**config.mk**
```make
export PLATFORM = sky130hd
export DESIGN_NAME = score_seq_flat
export DESIGN_NICKNAME = d
export VERILOG_FILES = /design/src/rtl/score_seq_if.sv /design/src/rtl/score_seq.sv /design/src/flat_wrapper.sv
export SDC_FILE = /design/constraint.sdc
export NUM_CORES = 1
export LEC_CHECK = 0
export ABC_AREA = 1
export CAP_MARGIN = 10
export CORE_MARGIN = 4
export CORE_UTILIZATION = 40
export CTS_CLUSTER_SIZE = 16
export DETAILED_ROUTE_END_ITERATION = 16
export SYNTH_ARGS = -nofsm -noshare
export SYNTH_HDL_FRONTEND = slang
export SYNTH_SLANG_ARGS = --single-unit
export TNS_END_PERCENT = 50
```
**constraint.sdc**
```tcl
create_clock -name clk -period 6 [get_ports clk]
set_clock_uncertainty 0.2 [all_clocks]
set_input_delay 1.2 -clock clk [delete_from_list [all_inputs] [get_ports clk]]
set_output_delay 1.2 -clock clk [all_outputs]
set_load 0.03 [all_outputs]
```
**src/rtl/score_seq_if.sv**
```systemverilog
// Host-side bus of the score sequencer: entry push handshake, transport
// controls and the outputs seen by the tone generator.
`default_nettype none

interface score_seq_if #(
  parameter int DEPTH = 16
);
  localparam int AW = $clog2(DEPTH);

  logic          wr_valid;
  logic          wr_ready;
  logic [4:0]    wr_note;
  logic [3:0]    wr_len;
  logic          play;
  logic          clear;
  logic [5:0]    music_scale;
  logic          note_start;
  logic          busy;
  logic          underrun;
  logic [AW:0]   fill;

  modport master (
    output wr_valid, wr_note, wr_len, play, clear,
    input  wr_ready, music_scale, note_start, busy, underrun, fill
  );

  modport slave (
    input  wr_valid, wr_note, wr_len, play, clear,
    output wr_ready, music_scale, note_start, busy, underrun, fill
  );
endinterface

`default_nettype wire

```
**src/rtl/score_seq.sv**
```systemverilog
// Runtime-loadable note sequencer: FIFO of {note,len} entries popped on tempo
// ticks, with pause, flush, optional articulation gap and underrun reporting.
`default_nettype none

module score_seq #(
  parameter int CLK_HZ = 50_000_000,
  parameter int SPEED  = 8,
  parameter int DEPTH  = 16,
  parameter int GAP    = 0
) (
  input  logic        clk,
  input  logic        rst_n,
  score_seq_if.slave  bus
);
  localparam int AW = $clog2(DEPTH);
  localparam int TP = CLK_HZ / SPEED;
  localparam int CW = (TP > 1) ? $clog2(TP) : 1;

  typedef enum logic [0:0] {
    S_IDLE = 1'b0,
    S_PLAY = 1'b1
  } state_t;

  logic [CW-1:0] r_cnt;
  logic          r_tick;
  logic [8:0]    r_mem [DEPTH];
  logic [AW-1:0] r_wptr;
  logic [AW-1:0] r_rptr;
  logic [AW:0]   r_fill;
  state_t        r_state;
  logic [4:0]    r_note;
  logic [3:0]    r_remain;
  logic          r_multi;
  logic [5:0]    r_scale;
  logic          r_start;
  logic          r_under;

  logic          w_full;
  logic          w_empty;
  logic          w_push;
  logic          w_pop;
  logic          w_load;
  logic [4:0]    w_note_in;
  logic [8:0]    w_head;
  state_t        w_state_nx;
  logic [4:0]    w_note_nx;
  logic [3:0]    w_remain_nx;
  logic          w_multi_nx;
  logic          w_under_nx;
  logic [5:0]    w_code;
  logic [5:0]    w_scale_nx;

  // Counter only advances on play cycles, so a pause freezes tempo phase.
  always_ff @(posedge clk or negedge rst_n) begin
    if (!rst_n) begin
      r_cnt  <= '0;
      r_tick <= 1'b0;
    end else if (bus.clear) begin
      r_cnt  <= '0;
      r_tick <= 1'b0;
    end else if (bus.play) begin
      if (r_cnt == CW'(TP - 1)) begin
        r_cnt  <= '0;
        r_tick <= 1'b1;
      end else begin
        r_cnt  <= r_cnt + 1'b1;
        r_tick <= 1'b0;
      end
    end else begin
      r_tick <= 1'b0;
    end
  end

  assign w_full       = (r_fill == (AW + 1)'(DEPTH));
  assign w_empty      = (r_fill == '0);
  assign bus.wr_ready = !w_full && !bus.clear;
  assign w_push       = bus.wr_valid && bus.wr_ready;
  assign w_note_in    = (bus.wr_note > 5'd21) ? 5'd0 : bus.wr_note;
  assign w_head       = r_mem[r_rptr];

  always_ff @(posedge clk) begin
    if (w_push) begin
      r_mem[r_wptr] <= {w_note_in, bus.wr_len};
    end
  end

  always_ff @(posedge clk or negedge rst_n) begin
    if (!rst_n) begin
      r_wptr <= '0;
      r_rptr <= '0;
      r_fill <= '0;
    end else if (bus.clear) begin
      r_wptr <= '0;
      r_rptr <= '0;
      r_fill <= '0;
    end else begin
      if (w_push) r_wptr <= r_wptr + 1'b1;
      if (w_pop)  r_rptr <= r_rptr + 1'b1;
      if (w_push && !w_pop) begin
        r_fill <= r_fill + 1'b1;
      end else if (!w_push && w_pop) begin
        r_fill <= r_fill - 1'b1;
      end
    end
  end

  always_comb begin
    w_state_nx  = r_state;
    w_note_nx   = r_note;
    w_remain_nx = r_remain;
    w_multi_nx  = r_multi;
    w_under_nx  = r_under;
    w_pop       = 1'b0;
    w_load      = 1'b0;
    if (r_tick) begin
      if ((r_state == S_PLAY) && (r_remain != 4'd0)) begin
        w_remain_nx = r_remain - 1'b1;
      end else if (!w_empty) begin
        w_pop       = 1'b1;
        w_load      = 1'b1;
        w_state_nx  = S_PLAY;
        w_note_nx   = w_head[8:4];
        w_remain_nx = w_head[3:0];
        w_multi_nx  = (w_head[3:0] != 4'd0);
      end else if (r_state == S_PLAY) begin
        w_state_nx  = S_IDLE;
        w_under_nx  = 1'b1;
      end
    end
    // Gap tick: last tick of a multi-tick note is silenced.
    if ((w_state_nx == S_PLAY) &&
        !((GAP != 0) && w_multi_nx && (w_remain_nx == 4'd0))) begin
      w_code = {1'b0, w_note_nx};
    end else begin
      w_code = 6'd0;
    end
    w_scale_nx = bus.play ? w_code : 6'd0;
  end

  always_ff @(posedge clk or negedge rst_n) begin
    if (!rst_n) begin
      r_state  <= S_IDLE;
      r_note   <= 5'd0;
      r_remain <= 4'd0;
      r_multi  <= 1'b0;
      r_scale  <= 6'd0;
      r_start  <= 1'b0;
      r_under  <= 1'b0;
    end else if (bus.clear) begin
      r_state  <= S_IDLE;
      r_note   <= 5'd0;
      r_remain <= 4'd0;
      r_multi  <= 1'b0;
      r_scale  <= 6'd0;
      r_start  <= 1'b0;
      r_under  <= 1'b0;
    end else begin
      r_state  <= w_state_nx;
      r_note   <= w_note_nx;
      r_remain <= w_remain_nx;
      r_multi  <= w_multi_nx;
      r_scale  <= w_scale_nx;
      r_start  <= w_load;
      r_under  <= w_under_nx;
    end
  end

  assign bus.music_scale = r_scale;
  assign bus.note_start  = r_start;
  assign bus.busy        = (r_state == S_PLAY);
  assign bus.underrun    = r_under;
  assign bus.fill        = r_fill;

endmodule

`default_nettype wire

```
**src/flat_wrapper.sv**
```systemverilog
// flat-port wrapper written by rule: the top's interface ports become plain ports
module score_seq_flat 
#(
  parameter int CLK_HZ = 50_000_000,
  parameter int SPEED  = 8,
  parameter int DEPTH  = 16,
  parameter int GAP    = 0
)
  (clk, rst_n, bus_wr_valid, bus_wr_note, bus_wr_len, bus_play, bus_clear, bus_wr_ready, bus_music_scale, bus_note_start, bus_busy, bus_underrun, bus_fill);
  score_seq_if #(.DEPTH(DEPTH)) bus_i ();
  input  logic clk;
  input  logic rst_n;
  input wire logic [$bits(bus_i.wr_valid)-1:0] bus_wr_valid;
  input wire logic [$bits(bus_i.wr_note)-1:0] bus_wr_note;
  input wire logic [$bits(bus_i.wr_len)-1:0] bus_wr_len;
  input wire logic [$bits(bus_i.play)-1:0] bus_play;
  input wire logic [$bits(bus_i.clear)-1:0] bus_clear;
  output wire logic [$bits(bus_i.wr_ready)-1:0] bus_wr_ready;
  output wire logic [$bits(bus_i.music_scale)-1:0] bus_music_scale;
  output wire logic [$bits(bus_i.note_start)-1:0] bus_note_start;
  output wire logic [$bits(bus_i.busy)-1:0] bus_busy;
  output wire logic [$bits(bus_i.underrun)-1:0] bus_underrun;
  output wire logic [$bits(bus_i.fill)-1:0] bus_fill;
  assign bus_i.wr_valid = bus_wr_valid;
  assign bus_i.wr_note = bus_wr_note;
  assign bus_i.wr_len = bus_wr_len;
  assign bus_i.play = bus_play;
  assign bus_i.clear = bus_clear;
  assign bus_wr_ready = bus_i.wr_ready;
  assign bus_music_scale = bus_i.music_scale;
  assign bus_note_start = bus_i.note_start;
  assign bus_busy = bus_i.busy;
  assign bus_underrun = bus_i.underrun;
  assign bus_fill = bus_i.fill;
  score_seq #(.CLK_HZ(CLK_HZ), .SPEED(SPEED), .DEPTH(DEPTH), .GAP(GAP)) u_core (.clk(clk), .rst_n(rst_n), .bus(bus_i));
endmodule
```
After elaboration in Yosys (flattened, before gate mapping)

Memories as Yosys holds them, arrays and structs flattened.
Cells that the tools add are included.

Word-level logic and storage cells: 82
Memories kept: 1
Output and inout port bits: 15
RAM bits: 144
Input port bits: 14
Register bits: 55

Memory list:

| name         | depth | width | rd ports | clocked after memory_dff | wr ports | line            | text |
|---|---|---|---|---|---|---|---|
| u_core.r_mem | 16    | 9     | 1        | 0                        | 1        | score_seq.sv:26 | `logic [8:0] r_mem [DEPTH];` |

Order comparisons: 1
Equality and inequality tests: 4
Add/subtract/negate cells: 6
Mux-type cells: 39
Reductions and logical operators: 20

Operators by type and width:

| kind                                                               | number |
|---|---|
| 23-bit 2-to-1 mux                                                  | 3 |
| 5-bit 2-to-1 mux                                                   | 10 |
| 4-bit 2-to-1 mux                                                   | 8 |
| 23-bit by 1-bit adder with 23-bit output, second input constant    | 1 |
| 23-bit == test, second input constant                              | 1 |
| 1-bit 2-to-1 mux                                                   | 17 |
| 2-bit nonzero test                                                 | 6 |
| 4-bit by 1-bit adder with 4-bit output, second input constant      | 2 |
| 6-bit 2-to-1 mux                                                   | 1 |
| 5-bit by 1-bit adder with 5-bit output, second input constant      | 1 |
| 5-bit == test, second input constant                               | 1 |
| 5-bit > comparator, second input constant                          | 1 |
| 1-bit logical AND                                                  | 5 |
| 5-bit logical NOT                                                  | 1 |
| 5-bit by 1-bit subtractor with 5-bit output, second input constant | 1 |
| 1-bit logical NOT                                                  | 4 |
| 4-bit AND reduction                                                | 1 |
| 4-bit nonzero test                                                 | 1 |
| 4-bit by 1-bit subtractor with 4-bit output, second input constant | 1 |
| 3-bit != test, second input constant                               | 1 |
| 3-bit nonzero test                                                 | 1 |
| 2-bit != test, second input constant                               | 1 |
| 2-bit AND reduction                                                | 1 |

Logic depth before layout (Yosys ltp)

Gate-level depths: netlist of the first run.

Depth in word-level cells: 9
Mapped depth: 15

Worst setup path before layout of the first run

Ideal clock, no wire load.

Path type: input-to-output
From: in bus_clear
To: out bus_wr_ready
Data required time: 4.600 ns
Arrival: 1.751 ns
Slack: 2.849 ns
Stages: 4
Path through: inv_2 > buf_2 > nand2_1 > inv_1

Cells in the longest elaborated chain, start to end: 2

RTL lines:

| item               | line               | text |
|---|---|---|
| start: declaration | flat_wrapper.sv:17 | `input wire logic [$bits(bus_i.clear)-1:0] bus_clear;` |
| 1-bit logical NOT  | score_seq.sv:76    | `assign bus.wr_ready = !w_full && !bus.clear;` |
| 1-bit logical AND  | score_seq.sv:76    |  |
| end: declaration   | flat_wrapper.sv:18 | `output wire logic [$bits(bus_i.wr_ready)-1:0] bus_wr_ready;` |

Every way passes these cells.

Worst setup path after layout of the first run

Same ends and word-level chain as after synthesis.

==> parameters.txt, run 1 <==
Parameter                              Value

Route
  Post-detailed-route wirelength per cell ... 17.38 um
  Routed vias ... ~6,400
  Detailed Route WL ... roughly 21 mm
  Vias/cell ... slightly above 5
  Detailed-routing iteration count for the pre-antenna-repair pass ... 6
  Number of violations reported at the end of detailed-routing iteration 0 ... 578
  ANT nets after route ... 0
  DRC violations left ... 0

Yosys
  Synthesized-area fraction occupied by and/or/nand/nor cells ... 0.2407
  Number of flops mapped to enable cells by yosys ... approximately 140
  Post-synth cell types ... 42
  Combinational family with the most area after synthesis ... simple AND/OR/NAND/NOR gates
  Synthesized flop and latch total ... a little under 200
  Syn_nets ... between 900 and 1,000
  Portion of the post-synthesis area used by sequential elements ... 0.6269
  YS warnings ... 0
  Top FF cell, synth ... sky130_fd_sc_hd__edfxtp_1
  Mux cell area share after synthesis ... 0
  Async set or reset register ratio after synthesis ... 0.2727
  Post-Synth Adder-Cell Area ... 0.01741
  Cells after synthesis ... around 920
  Cell area after synthesis ... 9054 um^2
  Average footprint of a synthesized cell ... 9.884 um^2
  Xor-xnor portion of the synthesized cell area ... 0.01064
  Compound-gate portion of the synthesized area ... 0.05777

Timing
  Transition time at the pin with the least slew margin ... roughly 1100 ps
  Post-Route Setup TNS ... 0 ps
  Smallest setup slack after layout ... around 1400 ps
  Portion of the clock cycle consumed by the worst path in the final layout ... 0.7608
  Setup Viol. Count Final ... 0
  Final Hold Vio Count ... 0
  Unrepaired setup endpoints after global routing ... false
  Max Fclk ... 0.2191 GHz
  Slew Limit Headroom ... 0.2577
  Min Clock Period, post-route ... about 4600 ps
  Final Max Tran Viols ... 0

Power and ir drop
  Power spent charging and discharging nets ... about 0.00066 W
  Leak ... between 3 and 4 nW
  Pwr dens ... 273.6 nW/um^2
  Power Internal ... about 0.0021 W
  Maximum vdd ir drop ... 0.1585 mV
  Clock Power Share ... 0.392
  Overall power ... 0.002761 W
  Combinational fraction of design power ... 0.062
  Reg power frac ... 0.546
  Net switching share of the total power ... 0.2372

Hold path
  Kind of path behind the tightest hold check ... reg2reg

Die
  Num rows ... 54
  Die area ... between 20,000 and 30,000 um^2
  I/O pin count ... 29
  Initial cell density of the core ... 0.4110
  Die H ... about 160 um
  Core area ... between 20,000 and 25,000 um^2
  Die outline width ... roughly 160 um

Final layout
  Multi-input gate area ... 2963 um^2
  Final net count ... 960
  Area occupied by registers ... around 5700 um^2
  Count of inserted antenna diode cells ... 0
  Fraction of final layout cells sized beyond drive strength 1 ... 0.08025
  Non-filler cells in the finished layout ... approximately 1,200
  Synth-to-layout area growth ... 11.47%
  Fill cells ... about 2,100

Clock network
  Post_cts resized ... 0
  Maximum count of clock buffers along a single path ... 2
  Buffers inserted by post-CTS timing repair ... 0
  Clk_lat worst skew ... roughly 430 ps
  Number of buffers inserted during clock tree synthesis ... 17
  Clk Tree Root Cell ... sky130_fd_sc_hd__clkbuf_16
  Hold-fix buffers at CTS ... 0
  H-Tree Depth ... 4
  Clock transition at the register clock pins on the worst setup and hold paths after CTS ... about 70 ps
  Clock tree from TritonCTS ... done
  Number of sinks handled by clock tree synthesis ... just under 200

Worst setup path
  Data arrival, critical path ... 3160 ps
  Worst setup EP type ... output port
  Highest fanout seen on the critical path ... 16
  Kind of critical path ... in2out
  Critical path startpoint category ... primary input
  Worst EP required ... 4600 ps

Placement
  Post-Place Setup Slack ... ~1400 ps
  Instance count after placement with tap cells included ... about 1,200
  HPWL after DPL ... between 10 and 15 mm
  GP Congestion ... 0.8385
  Number of buffers added on ports ... 27

Run status
  Run status ... completed

Global route
  Number of antenna violations at the first check in global routing ... 0
  First-pass GRT wire length ... ~34 mm
  Residual overflow from global routing ... 0
  Via count of the first global-routing pass ... a little over 6,000
  Largest net degree at the start of global routing ... 80
  GRT Resource Usage Total ... 0.1761

Job
  Max Cap Viol ... 0
-- through the flow --
| step | util | area [um^2] | hold WS [ps] |
|---|---|---|---|
| after floorplan | - | 9054 | 270.7 |
| after global placement | 0.4333 | 9544 | 295.9 |
| after detailed placement | 0.4333 | 9544 | 293.9 |
| after CTS | 0.4582 | 10090 | 316.9 |
| after global routing | 0.4582 | 10090 | 349.5 |
| final | 0.4582 | 10090 | 320.1 |
-- area by class of cell --
type / instances / area share
multi-input cells: 620 / 0.2936
repair buffers: 34 / 0.03149
clock buffers: 20 / 0.04525
inverters: 63 / 0.02343
clock inverters: 12 / 0.009050
well taps: 280 / 0.03471
flip-flops and latches: 198 / 0.5625
-- logic make-up (layout without fill, tap and decap cells) --
kind of cell | after synthesis | after routing
compound gates | 94 | 94
xor+xnor | 11 | 11
fa+ha+maj | 12 | 12
buf+inv | 98 | 129
flops | 198 | 198
other cells | 1 | 1
simple gates | 502 | 502
-- worst max-delay path, cell delays in order --
cell	delay [ps]
sky130_fd_sc_hd__clkdlybuf4s50_1	710
sky130_fd_sc_hd__inv_2	420
sky130_fd_sc_hd__nand2_1	100
sky130_fd_sc_hd__inv_1	60
sky130_fd_sc_hd__clkdlybuf4s50_1	660
-- power groups by stage --
stage               clock network, W   logic, W  registers, W
floorplan                          0  0.0000892       0.00154
global placement                   0   0.000172       0.00154
detailed placement                 0   0.000174       0.00154
CTS                          0.00110   0.000174       0.00151
global route                 0.00116   0.000191       0.00151
finish                       0.00108   0.000172       0.00151
-- layout by cell type (no fill, tap or decap), drive strengths merged, types with 4 or more instances in the layout --
master	Yosys	layout
a21oi	22	22
buf	23	8
clkbuf	12	20
clkdlybuf4s50	0	26
clkinv	1	5
dfrtp	54	54
edfxtp	144	144
ha	11	11
inv	62	69
nand2	221	221
nand3	80	80
nand4	24	24
nor2	160	160
nor3	11	11
o211ai	4	4
o21ai	62	62
or2	5	5
xor2	9	9
-- flip-flops by register name (all words and copies together) (netlist names) --
signal / cells
u_core.r_remain: 4
u_core.r_rptr: 4
u_core.bus.fill: 5
u_core.r_mem: 144
u_core.bus.note_start: 1
u_core.r_note: 5
u_core.bus.underrun: 1
u_core.r_wptr: 4
u_core.r_cnt: 23
u_core.r_tick: 1
u_core.bus.busy: 1
u_core.bus.music_scale: 5
-- layer usage --
metal / track usage / wire [um] / vias up
met5: 0 / 0 / -
met4: 0.04143 / 304 / 0
met3: 0.03588 / 1116 / 23
met2: 0.2829 / 10160 / 159
met1: 0.2482 / 9741 / 3069
li1: - / - / 3112
-- cell usage after synthesis, types with 3 or more instances --
cell type                    n  area (um^2)
sky130_fd_sc_hd__ha_1       11        137.6
sky130_fd_sc_hd__o21ai_0    57        285.3
sky130_fd_sc_hd__xor2_1      9        78.83
sky130_fd_sc_hd__clkbuf_1   11        41.29
sky130_fd_sc_hd__nand2_1   213        799.5
sky130_fd_sc_hd__inv_1      52        195.2
sky130_fd_sc_hd__inv_2      10        37.54
sky130_fd_sc_hd__buf_2      15        75.07
sky130_fd_sc_hd__nand2_2     6        37.54
sky130_fd_sc_hd__nor2_1    154        578.1
sky130_fd_sc_hd__or2_1       3        18.77
sky130_fd_sc_hd__edfxtp_1  144         4324
sky130_fd_sc_hd__o21ai_1     4        20.02
sky130_fd_sc_hd__o211ai_1    4        30.03
sky130_fd_sc_hd__dfrtp_1    54         1351
sky130_fd_sc_hd__o31ai_1     3        22.52
sky130_fd_sc_hd__nor3_1     10        50.05
sky130_fd_sc_hd__nor2_4      4        45.04
sky130_fd_sc_hd__nand3_1    77        385.4
sky130_fd_sc_hd__nand4_1    23        143.9
sky130_fd_sc_hd__a21oi_1    19        95.09
sky130_fd_sc_hd__buf_4       4        30.03
-- path summary, 6_finish.rpt --
path	start	endpoint	slack, ps	depth (start not counted)
worst max-delay path	bus_clear	bus_wr_ready	1440	5
worst min-delay path	u_core.r_remain[1]$_DFFE_PN0P_	u_core.r_remain[1]$_DFFE_PN0P_	320	2
worst max register to register	u_core.r_rptr[0]$_DFFE_PN0P_	u_core.r_note[2]$_DFF_PN0_	2790	8
worst min register to register	u_core.r_remain[1]$_DFFE_PN0P_	u_core.r_remain[1]$_DFFE_PN0P_	320	2
max in group asynchronous	rst_n	u_core.r_cnt[20]$_DFFE_PN0P_	4430	2
min in group asynchronous	rst_n	u_core.r_remain[3]$_DFFE_PN0P_	690	2
Note: power is estimated with default switching activity, not from simulation.
==> inputs of run 2 (changes only) <==
Clock period 6 ns to 4.39 ns, I/O delays scaled along.
==> parameters.txt, run 2 (synthesis results as in run 1) <==
Parameter                              Value

Timing
  Unrepaired setup endpoints after global routing ... false
  Portion of the clock cycle consumed by the worst path in the final layout ... 0.7962
  Slew Limit Headroom ... 0.2049
  Final Hold Vio Count ... 0
  Setup Viol. Count Final ... 0
  Min Clock Period, post-route ... 3495 ps
  Final Max Tran Viols ... 0
  Post-Route Setup TNS ... 0 ps
  Transition time at the pin with the least slew margin ... around 1200 ps
  Max Fclk ... roughly 0.29 GHz

Die
  Core area ... 22,030 um^2
  I/O pin count ... 29
  Die H ... roughly 160 um
  Die area ... about 25,000 um^2
  Die outline width ... between 150 and 200 um
  Num rows ... 54
  Initial cell density of the core ... 0.4110

Worst setup path
  Kind of critical path ... in2out
  Top cell family by delay on the critical path ... buffers and inverters
  Worst setup EP type ... output port
  Worst EP required ... around 3300 ps
  Ordered list of cells on the worst path ... clkdlybuf4s50_1 -> inv_2 -> nand2_1 -> inv_1 -> clkdlybuf4s50_1
  Worst path buffer plus inverter count ... 4
  Master of the slowest instance on the critical path ... sky130_fd_sc_hd__clkdlybuf4s50_1
  Most common cell on crit path ... sky130_fd_sc_hd__clkdlybuf4s50_1
  Max incr delay on CP ... about 660 ps
  Startpoint of the lowest-slack register-to-register path ... u_core.r_remain[0]$_DFFE_PN0P_
  Data arrival, critical path ... approximately 2400 ps
  Highest fanout seen on the critical path ... 16
  CP Launch Point ... bus_clear
  Critical path startpoint category ... primary input

Final layout
  Synth-to-layout area growth ... 12.76%
  Multi-input gate area ... ~3000 um^2
  Fill cells ... about 2,100
  Final standard cell area without fillers ... 10,210 um^2
  Commonest non-fill, non-tap cell in the layout ... sky130_fd_sc_hd__nand2_1
  Commonest cells after routing, fill and taps aside ... 213 x sky130_fd_sc_hd__nand2_1, 154 x sky130_fd_sc_hd__nor2_1, 144 x sky130_fd_sc_hd__edfxtp_1
  Count of inserted antenna diode cells ... 0
  Top flop regs ... u_core.r_mem: 144 flops, u_core.r_cnt: 23 flops
  Max FFs per register ... ~140
  Final net count ... ~970
  Area occupied by registers ... approximately 5700 um^2
  Fraction of final layout cells sized beyond drive strength 1 ... 0.08700
  Non-filler cells in the finished layout ... approximately 1,200
  Register with the highest flop count ... u_core.r_mem

Route
  Detailed-routing iteration count for the pre-antenna-repair pass ... 7
  DRC violations left ... 0
  Routed vias ... between 6,000 and 7,000
  ANT nets after route ... 0
  Post-detailed-route wirelength per cell ... roughly 17 um
  Vias/cell ... between 5 and 6
  Detailed Route WL ... between 20 and 25 mm
  Number of violations reported at the end of detailed-routing iteration 0 ... approximately 520

Clock network
  Post_cts resized ... 0
  Number of sinks handled by clock tree synthesis ... around 200
  Buffers inserted by post-CTS timing repair ... 0
  Clock transition at the register clock pins on the worst setup and hold paths after CTS ... 80 ps
  Clk Tree Root Cell ... sky130_fd_sc_hd__clkbuf_16
  H-Tree Depth ... 4
  Hold-fix buffers at CTS ... 0
  Clock tree from TritonCTS ... done
  Number of buffers inserted during clock tree synthesis ... 17
  Clk_lat worst skew ... approximately 440 ps
  Maximum count of clock buffers along a single path ... 2

Power and ir drop
  Power Internal ... approximately 0.0030 W
  Pwr dens ... 382.7 nW/um^2
  Leak ... 3.979 nW
  Reg power frac ... 0.527
  Combinational fraction of design power ... 0.059
  Maximum vdd ir drop ... about 0.25 mV
  Power spent charging and discharging nets ... between 0.0009 and 0.001 W
  Clock Power Share ... 0.414
  Net switching share of the total power ... 0.2366

Placement
  GP Congestion ... roughly 0.9
  Instance count after placement with tap cells included ... 1,202
  HPWL after DPL ... around 13 mm
  Placed Area ... about 9600 um^2
  Number of buffers added on ports ... 27

Global route
  Residual overflow from global routing ... 0
  First-pass GRT wire length ... approximately 34 mm
  Via count of the first global-routing pass ... around 6,200
  Largest net degree at the start of global routing ... 79
  GRT Resource Usage Total ... 0.1743
  Number of antenna violations at the first check in global routing ... 0

Job
  Max Cap Viol ... 0

Hold path
  Kind of path behind the tightest hold check ... in2async

Run status
  Run status ... completed
[run 2: cell count changes in the layout (fill, tap and decap cells not counted), sizes merged]
cell,delta
bufinv,+2
clkinv,+1
buf,+7
clkbuf,-3
[run 2: worst register-to-register path, stage by stage, from the launching register on]
cell	delay (ps)
sky130_fd_sc_hd__dfrtp_1	410
sky130_fd_sc_hd__inv_1	100
sky130_fd_sc_hd__ha_1	210
sky130_fd_sc_hd__nand2_2	80
sky130_fd_sc_hd__o21ai_4	290
sky130_fd_sc_hd__nand3_4	170
sky130_fd_sc_hd__nand2_4	170
sky130_fd_sc_hd__ha_1	290
sky130_fd_sc_hd__a21oi_1	180
sky130_fd_sc_hd__nand2_1	80
sky130_fd_sc_hd__xor2_1	170
sky130_fd_sc_hd__inv_1	60
sky130_fd_sc_hd__nand2_1	50
sky130_fd_sc_hd__nand2_1	50
sky130_fd_sc_hd__nand2_1	50
sky130_fd_sc_hd__nand2_1	50
[run 2: area by class of cell]
type	instances	share of cell area
clock buffers	17	0.04167
multi-input cells	620	0.2900
inverters	63	0.02316
clock inverters	15	0.01851
flip-flops and latches	198	0.5561
repair buffers	41	0.03628
well taps	280	0.03432
[run 2: per-stage QoR]
step | setup slack, ps | hold slack (ps) | util | power, W
finish | 894.6 | 283.4 | 0.4635 | 0.003907
global route | 788.6 | 337.3 | 0.4635 | 0.004051
CTS | 878.9 | 300.4 | 0.4635 | 0.003936
detailed placement | 880.6 | 300.8 | 0.4356 | 0.002331
global placement | 905.9 | 296.8 | 0.4356 | 0.002329
floorplan | 1780 | 270.7 | - | 0.002232
[run 2: per-layer routing]
metal | wire (um) | GRT usage | part of all wire | vias up
met3 | 821 | 0.02800 | 0.039 | 18
met4 | 296 | 0.04590 | 0.014 | 0
met1 | 9799 | 0.2471 | 0.47 | 3136
met5 | 0 | 0 | 0 | -
li1 | - | - | - | 3128
met2 | 9922 | 0.2815 | 0.48 | 138
[run 2: final timing paths]
check / cells past startpoint / slack (ps) / endpoint
max in group asynchronous: 2 / 2910 / u_core.r_cnt[19]$_DFFE_PN0P_
min in group clk: 2 / 320 / u_core.r_remain[1]$_DFFE_PN0P_
setup reg to reg: 15 / 1680 / u_core.bus.fill[4]$_DFFE_PN0P_
setup / recovery: 5 / 890 / bus_wr_ready
hold reg to reg: 2 / 320 / u_core.r_remain[1]$_DFFE_PN0P_
hold / removal: 1 / 280 / u_core.bus.music_scale[2]$_DFF_PN0_
[run 2: power by group through the flow]
stage          logic [W]  registers, W  clock network (W)
2_1_floorplan   0.000122       0.00211                  0
3_3_place_gp    0.000228       0.00210                  0
3_5_place_dp    0.000232       0.00210                  0
4_1_cts         0.000232       0.00206            0.00164
5_1_grt         0.000259       0.00206            0.00173
6_report        0.000229       0.00206            0.00162
